### config.mk
export PLATFORM = sky130hd
export DESIGN_NAME = alu_muldiv_unit
export DESIGN_NICKNAME = d
export VERILOG_FILES = /design/src/rtl/alu_muldiv_unit.sv
export SDC_FILE = /design/constraint.sdc
export NUM_CORES = 1
export LEC_CHECK = 0
export ABC_CLOCK_PERIOD_IN_PS = 8000
export BUFFER_PORTS_ARGS = -buffer_cell sky130_fd_sc_hd__buf_2
export CORE_ASPECT_RATIO = 1.75
export CORE_MARGIN = 2
export CORE_UTILIZATION = 47
export DETAILED_ROUTE_END_ITERATION = 8
export GPL_TIMING_DRIVEN = 0
export HOLD_SLACK_MARGIN = 0.15
export PLACE_DENSITY_LB_ADDON = 0.15
export SLEW_MARGIN = 20
export SYNTH_ARGS = -nofsm -noshare
export SYNTH_HDL_FRONTEND = slang
export SYNTH_SLANG_ARGS = --single-unit
### constraint.sdc
create_clock -name i_clk -period 8 [get_ports i_clk]
set_clock_uncertainty 0.1 [all_clocks]
set_input_delay 1.2 -clock i_clk [delete_from_list [all_inputs] [get_ports i_clk]]
set_output_delay 1.2 -clock i_clk [all_outputs]
set_load 0.05 [all_outputs]
### src/rtl/alu_muldiv_unit.sv
// HI/LO owner for MULT/MULTU/DIV/DIVU/MFHI/MFLO/MTHI/MTLO; iterative mult/div, one bit per cycle.
// Latency: Busy for WIDTH+1 cycles (1 on divide-by-zero), Done the cycle after; Start ignored while Busy.
module alu_muldiv_unit #(
    parameter int WIDTH = 32
) (
    input  logic             i_clk,
    input  logic             i_rst,
    input  logic             i_con_Start,
    input  logic [5:0]       i_con_FuncCode,
    input  logic             i_con_Flush,
    input  logic [WIDTH-1:0] i_data_A,
    input  logic [WIDTH-1:0] i_data_B,
    output logic [WIDTH-1:0] o_data_Result,
    output logic [WIDTH-1:0] o_data_Hi,
    output logic [WIDTH-1:0] o_data_Lo,
    output logic             o_con_Busy,
    output logic             o_con_Done,
    output logic             o_con_DivZero
);
    localparam logic [5:0] F_MFHI = 6'd16;
    localparam logic [5:0] F_MTHI = 6'd17;
    localparam logic [5:0] F_MFLO = 6'd18;
    localparam logic [5:0] F_MTLO = 6'd19;
    localparam int CW = (WIDTH > 1) ? $clog2(WIDTH) : 1;

    typedef enum logic [1:0] {S_IDLE, S_ITER, S_FIX, S_ZDIV} state_t;
    state_t state, state_nxt;

    logic [CW-1:0]      cnt;
    logic [2*WIDTH-1:0] acc;
    logic [WIDTH-1:0]   opnd;
    logic               op_div, neg_main, neg_rem;
    logic [WIDTH-1:0]   hi_q, lo_q;
    logic               done_q, dz_q;

    logic             accept, is_md, is_div, is_signed, a_neg, b_neg, b_zero;
    logic [WIDTH-1:0] a_mag, b_mag;

    // funct 24..27 share the 0110xx prefix; bit1 selects divide, bit0 selects unsigned
    assign accept    = (state == S_IDLE) && i_con_Start && !i_con_Flush;
    assign is_md     = (i_con_FuncCode[5:2] == 4'b0110);
    assign is_div    = i_con_FuncCode[1];
    assign is_signed = ~i_con_FuncCode[0];
    assign a_neg     = is_signed & i_data_A[WIDTH-1];
    assign b_neg     = is_signed & i_data_B[WIDTH-1];
    assign a_mag     = a_neg ? -i_data_A : i_data_A;
    assign b_mag     = b_neg ? -i_data_B : i_data_B;
    assign b_zero    = (i_data_B == '0);

    // one iteration step: shift-add multiply or restoring divide on the shared accumulator
    logic [WIDTH:0]     mul_sum, div_shift;
    logic               div_ge;
    logic [WIDTH-1:0]   div_rem;
    logic [2*WIDTH-1:0] acc_step, prod_fix;
    logic [WIDTH-1:0]   quot_fix, rem_fix;

    always_comb begin
        mul_sum   = {1'b0, acc[2*WIDTH-1:WIDTH]} + (acc[0] ? {1'b0, opnd} : '0);
        div_shift = acc[2*WIDTH-1:WIDTH-1];
        div_ge    = (div_shift >= {1'b0, opnd});
        div_rem   = div_ge ? (div_shift[WIDTH-1:0] - opnd) : div_shift[WIDTH-1:0];
        acc_step  = op_div ? {div_rem, acc[WIDTH-2:0], div_ge} : {mul_sum, acc[WIDTH-1:1]};
        prod_fix  = neg_main ? -acc : acc;
        quot_fix  = neg_main ? -acc[WIDTH-1:0] : acc[WIDTH-1:0];
        rem_fix   = neg_rem ? -acc[2*WIDTH-1:WIDTH] : acc[2*WIDTH-1:WIDTH];
    end

    always_ff @(posedge i_clk or posedge i_rst) begin
        if (i_rst) state <= S_IDLE;
        else       state <= state_nxt;
    end

    always_comb begin
        state_nxt = state;
        case (state)
            S_IDLE: if (accept && is_md) state_nxt = (is_div && b_zero) ? S_ZDIV : S_ITER;
            S_ITER: begin
                if (i_con_Flush)                     state_nxt = S_IDLE;
                else if (cnt == CW'(WIDTH - 1))      state_nxt = S_FIX;
            end
            S_FIX:   state_nxt = S_IDLE;
            S_ZDIV:  state_nxt = S_IDLE;
            default: state_nxt = S_IDLE;
        endcase
    end

    always_comb begin
        o_con_Busy = (state != S_IDLE);
    end

    always_ff @(posedge i_clk or posedge i_rst) begin
        if (i_rst) begin
            cnt      <= '0;
            acc      <= '0;
            opnd     <= '0;
            op_div   <= 1'b0;
            neg_main <= 1'b0;
            neg_rem  <= 1'b0;
            hi_q     <= '0;
            lo_q     <= '0;
            done_q   <= 1'b0;
            dz_q     <= 1'b0;
        end else begin
            done_q <= 1'b0;
            dz_q   <= 1'b0;
            case (state)
                S_IDLE: begin
                    if (accept && is_md) begin
                        op_div   <= is_div;
                        neg_main <= a_neg ^ b_neg;
                        neg_rem  <= a_neg;
                        cnt      <= '0;
                        opnd     <= is_div ? b_mag : a_mag;
                        acc      <= {{WIDTH{1'b0}}, (is_div ? a_mag : b_mag)};
                    end else if (accept && i_con_FuncCode == F_MTHI) begin
                        hi_q <= i_data_A;
                    end else if (accept && i_con_FuncCode == F_MTLO) begin
                        lo_q <= i_data_A;
                    end
                end
                S_ITER: if (!i_con_Flush) begin
                    acc <= acc_step;
                    cnt <= cnt + CW'(1);
                end
                S_FIX: if (!i_con_Flush) begin
                    done_q <= 1'b1;
                    if (op_div) begin
                        lo_q <= quot_fix;
                        hi_q <= rem_fix;
                    end else begin
                        {hi_q, lo_q} <= prod_fix;
                    end
                end
                S_ZDIV: if (!i_con_Flush) begin
                    done_q <= 1'b1;
                    dz_q   <= 1'b1;
                end
                default: ;
            endcase
        end
    end

    always_comb begin
        case (i_con_FuncCode)
            F_MFHI:  o_data_Result = hi_q;
            F_MFLO:  o_data_Result = lo_q;
            default: o_data_Result = '0;
        endcase
    end

    assign o_data_Hi     = hi_q;
    assign o_data_Lo     = lo_q;
    assign o_con_Done    = done_q;
    assign o_con_DivZero = dz_q;
endmodule

==> metrics.md <==
| Metric | Value |
|---|---|
| Placed cell count | roughly 2600 |
| Synthesis-to-finish area growth | 13.1% |
| Mean routed wirelength per cell | 25.0 um |
| Critical hold path startpoint | opnd[10] |
| Clock Latency Late Sink | 480 ps |
| Sequential share of the synthesized area | 0.281 |
| Remaining DRCs | 0 |
| Longest Clk Path Bufs | 2 |
| Worst EP required | ~8200 ps |
| Max_cap viols | 0 |
| Top-area cell type share of the netlist area | 0.281 |
| Slew margin rel. | 0.192 |
| CP startpoint kind | flip-flop |
| TritonCTS clock tree | yes |
| Tcrit/Tclk final | 0.667 |
| Synthesized net count | 2143 |
| Port Buffers | 170 |
| Fin Hold WS | about 390 ps |
| Synth area leader | dfrtp_1 |
| Number of global-route vias before repair | about 16000 |
| Initial antenna violation count | 0 |
| CTS root buffer | clkbuf_16 |
| Final #Nets | 2334 |
| Overflow left after global routing | 0 |
| Die Height | 243 um |
| Synth top cells by count | nor2_1 (258), nand2_1 (205), a21oi_1 (194), o21ai_0 (182), dfrtp_1 (172) |
| Count leader, synth | nor2_1 |
| Final std cells w/o fill | between 2000 and 3000 |
| Gate Count Post-Synth | ~2000 |
| WL met3 | between 3 and 4 mm |
| M1 WL | 22.6 mm |
| Leak pwr | slightly above 8 nW |
| First-pass GRT wire length | approximately 96 mm |
| Via density | 6.17 |
| Initial DRC Count | about 1300 |
| HPWL after DPL | approximately 53 mm |
| CTS H-tree lvls | 4 |
| Path type of the worst setup path | flip-flop to flip-flop |
| RSZ-0062 raised after global routing | no |
| Critical Path Fanout Max | 10 |
| Post-synth EDFFs | 0 |
| Placer congestion estimate | about 1 |
| CTS clk-pin slew, worst paths | 70 ps |
| Depth of the worst hold-timing path | 2 |
| Status | finished clean |
| Power, Total | 4.51 mW |
| Post-route minimum period | between 5000 and 6000 ps |
| Initial Util | 0.476 |
| Proportion of layout cells with a drive suffix above 1 | 0.109 |
| Die span in x | 141 um |
| Syn Std Cell Area | between 0.015 and 0.02 mm^2 |
| Hold endpoint | opnd[10] |
| Synth unique cells | a little over 80 |
| Final WL | about 65 mm |
| Synth area leaders | dfrtp_1 (28%), a21oi_1 (6.3%), nor2_1 (6.3%), o21ai_0 (5.9%), xnor2_1 (5.8%) |
| Clock buffer count from CTS | 17 |
| Pre-CTS setup slack | 2800 ps |
| Vias | between 15000 and 20000 |
| Final Hold Fails | 0 |
| R2r endpoint | o_data_Hi[28] |
| Met2 wire len | 34.2 mm |
| Critical path arrival | approximately 5600 ps |
| Peak supply drop | ~0.18 mV |
| Worst-Margin Slew | 1210 ps |
| Remaining antenna violation count | 0 |
| GRT Resource Usage Total | 0.377 |
| PD cells | ~260 mW/mm^2 |
| HP Class | flip-flop to flip-flop |
| Hold bufs inserted after CTS | 0 |
| Final setup margin | 2660 ps |
| RR Startpoint | acc[0] |
| Core area | 0.0322 mm^2 |
| Reg2reg setup slack | roughly 2700 ps |
| Row Count | 87 |
| R2r worst-path depth | 13 |
| Die Area | 0.0341 mm^2 |
| Cts repair resizes | 0 |
| Slew Viols, Final | 0 |
| Drt first pass iters | 6 |
| CTS Sinks | about 170 |
| Final core occ | 0.538 |
| Maximum clock frequency | between 150 and 200 MHz |
| Async set-reset flop share out of synthesis | 1.00 |
| Io pins | 173 |
| Largest net degree at the start of global routing | ~70 |
| Synth warnings | 0 |
| Setup Buffers After CTS | 0 |
| Max layer used | met4 |
| Worst Setup End Kind | flip-flop |
| Final-report setup violation count | 0 |
| Flops & latches, synth | 172 |
| Syn Area/Cell | roughly 7.7 um^2 |
| Ys flop type | dfrtp_1 |
## cell type report
class | count | area [um^2]
antenna | 1 | 2.50
buffer | 128 | 500
clock buffer | 17 | 425
clock inverter | 15 | 163
fill | 3199 | 14900
inverter | 65 | 251
multi-input combinational | 1632 | 10300
sequential | 172 | 4300
tap | 400 | 500
timing repair buffer | 172 | 906
## layout by cell type (no fill, tap or decap), drive strengths merged, types with 6 or more instances in the layout
cell type  Yosys  final
a211oi        25     25
a21boi         8      8
a21o          46     46
a21oi        194    194
a221o         10     10
a22oi         12     12
a31oi         18     18
and2          15     15
and3          12     12
buf           15    187
clkbuf       113    130
clkinv         1      6
dfrtp        172    172
ha            70     70
inv           64     70
mux2i         77     77
nand2        206    206
nand2b        15     15
nand3         19     19
nand3b         6      6
nand4         14     14
nor2         258    258
nor2b         11     11
nor3          42     42
nor4          14     14
o211ai        14     14
o21a          12     12
o21ai        186    186
o21bai         7      7
o221ai        15     15
o31ai         42     42
o41ai         12     12
or2            7      7
or3            8      8
or4           12     12
xnor2        101    101
xor2          76     76
## registers in the layout, indices dropped and copies added, names as in the netlist
signal         cells
o_data_Hi         32
neg_rem            1
opnd              32
cnt                5
op_div             1
state              2
o_data_Lo         32
o_con_DivZero      1
neg_main           1
acc               64
o_con_Done         1
## worst max-delay path by stage
stage                      start  slack (ps)  cells past startpoint            end
final                     acc[0]        2660                     13  o_data_Hi[28]
after global routing      acc[0]        2560                     13        acc[63]
after CTS                 acc[0]        2780                     13  o_data_Hi[28]
after detailed placement  acc[0]        2800                     13  o_data_Hi[28]
after global placement     i_rst        -260                      2       opnd[24]
after floorplan            i_rst        2040                      1         acc[0]
## report_power, final
part           internal (mW)  switching, mW  leakage (nW)  total (mW)
Clock                  0.466          0.412         0.287       0.878
Combinational          0.855           1.55          5.58        2.40
Sequential              1.02          0.214          2.24        1.23
## metrics by stage
stage	TNS [ps]	cell area (um^2)
detailed placement	0	16700
global route	0	17300
finish	0	17300
floorplan	0	15300
global placement	-39580	16700
CTS	0	17300
## routing by layer
| metal | vias to the layer above | track usage |
|---|---|---|
| li1 | 7521 | - |
| met2 | 670 | 0.702 |
| met3 | 233 | 0.0426 |
| met5 | - | 0 |
| met1 | 7636 | 0.382 |
| met4 | 0 | 0.275 |
## critical path, cell delays in order (launching register included)
cell and delay (ps):
dfrtp_1 510, inv_1 280, clkbuf_1 680, ha_1 340, nor4b_1 540, nand4_1 380
or3b_2 530, clkbuf_1 250, o21ai_2 440, buf_2 330, o21ai_0 290, xor2_1 270
mux2i_1 180, o21ai_0 90
## cell families (layout without fill, tap and decap cells)
| kind of cell | Yosys count | in the layout | share of synthesized area |
|---|---|---|---|
| flops | 172 | 172 | 0.281 |
| buf+inv | 193 | 397 | 0.0486 |
| fa+ha+maj | 72 | 72 | 0.0598 |
| compound gates | 647 | 647 | 0.264 |
| other cells | 0 | 1 | 0 |
| mux | 79 | 79 | 0.0518 |
| xor+xnor | 177 | 177 | 0.101 |
| simple gates | 657 | 657 | 0.194 |
Note: power is estimated with default switching activity, not from simulation.
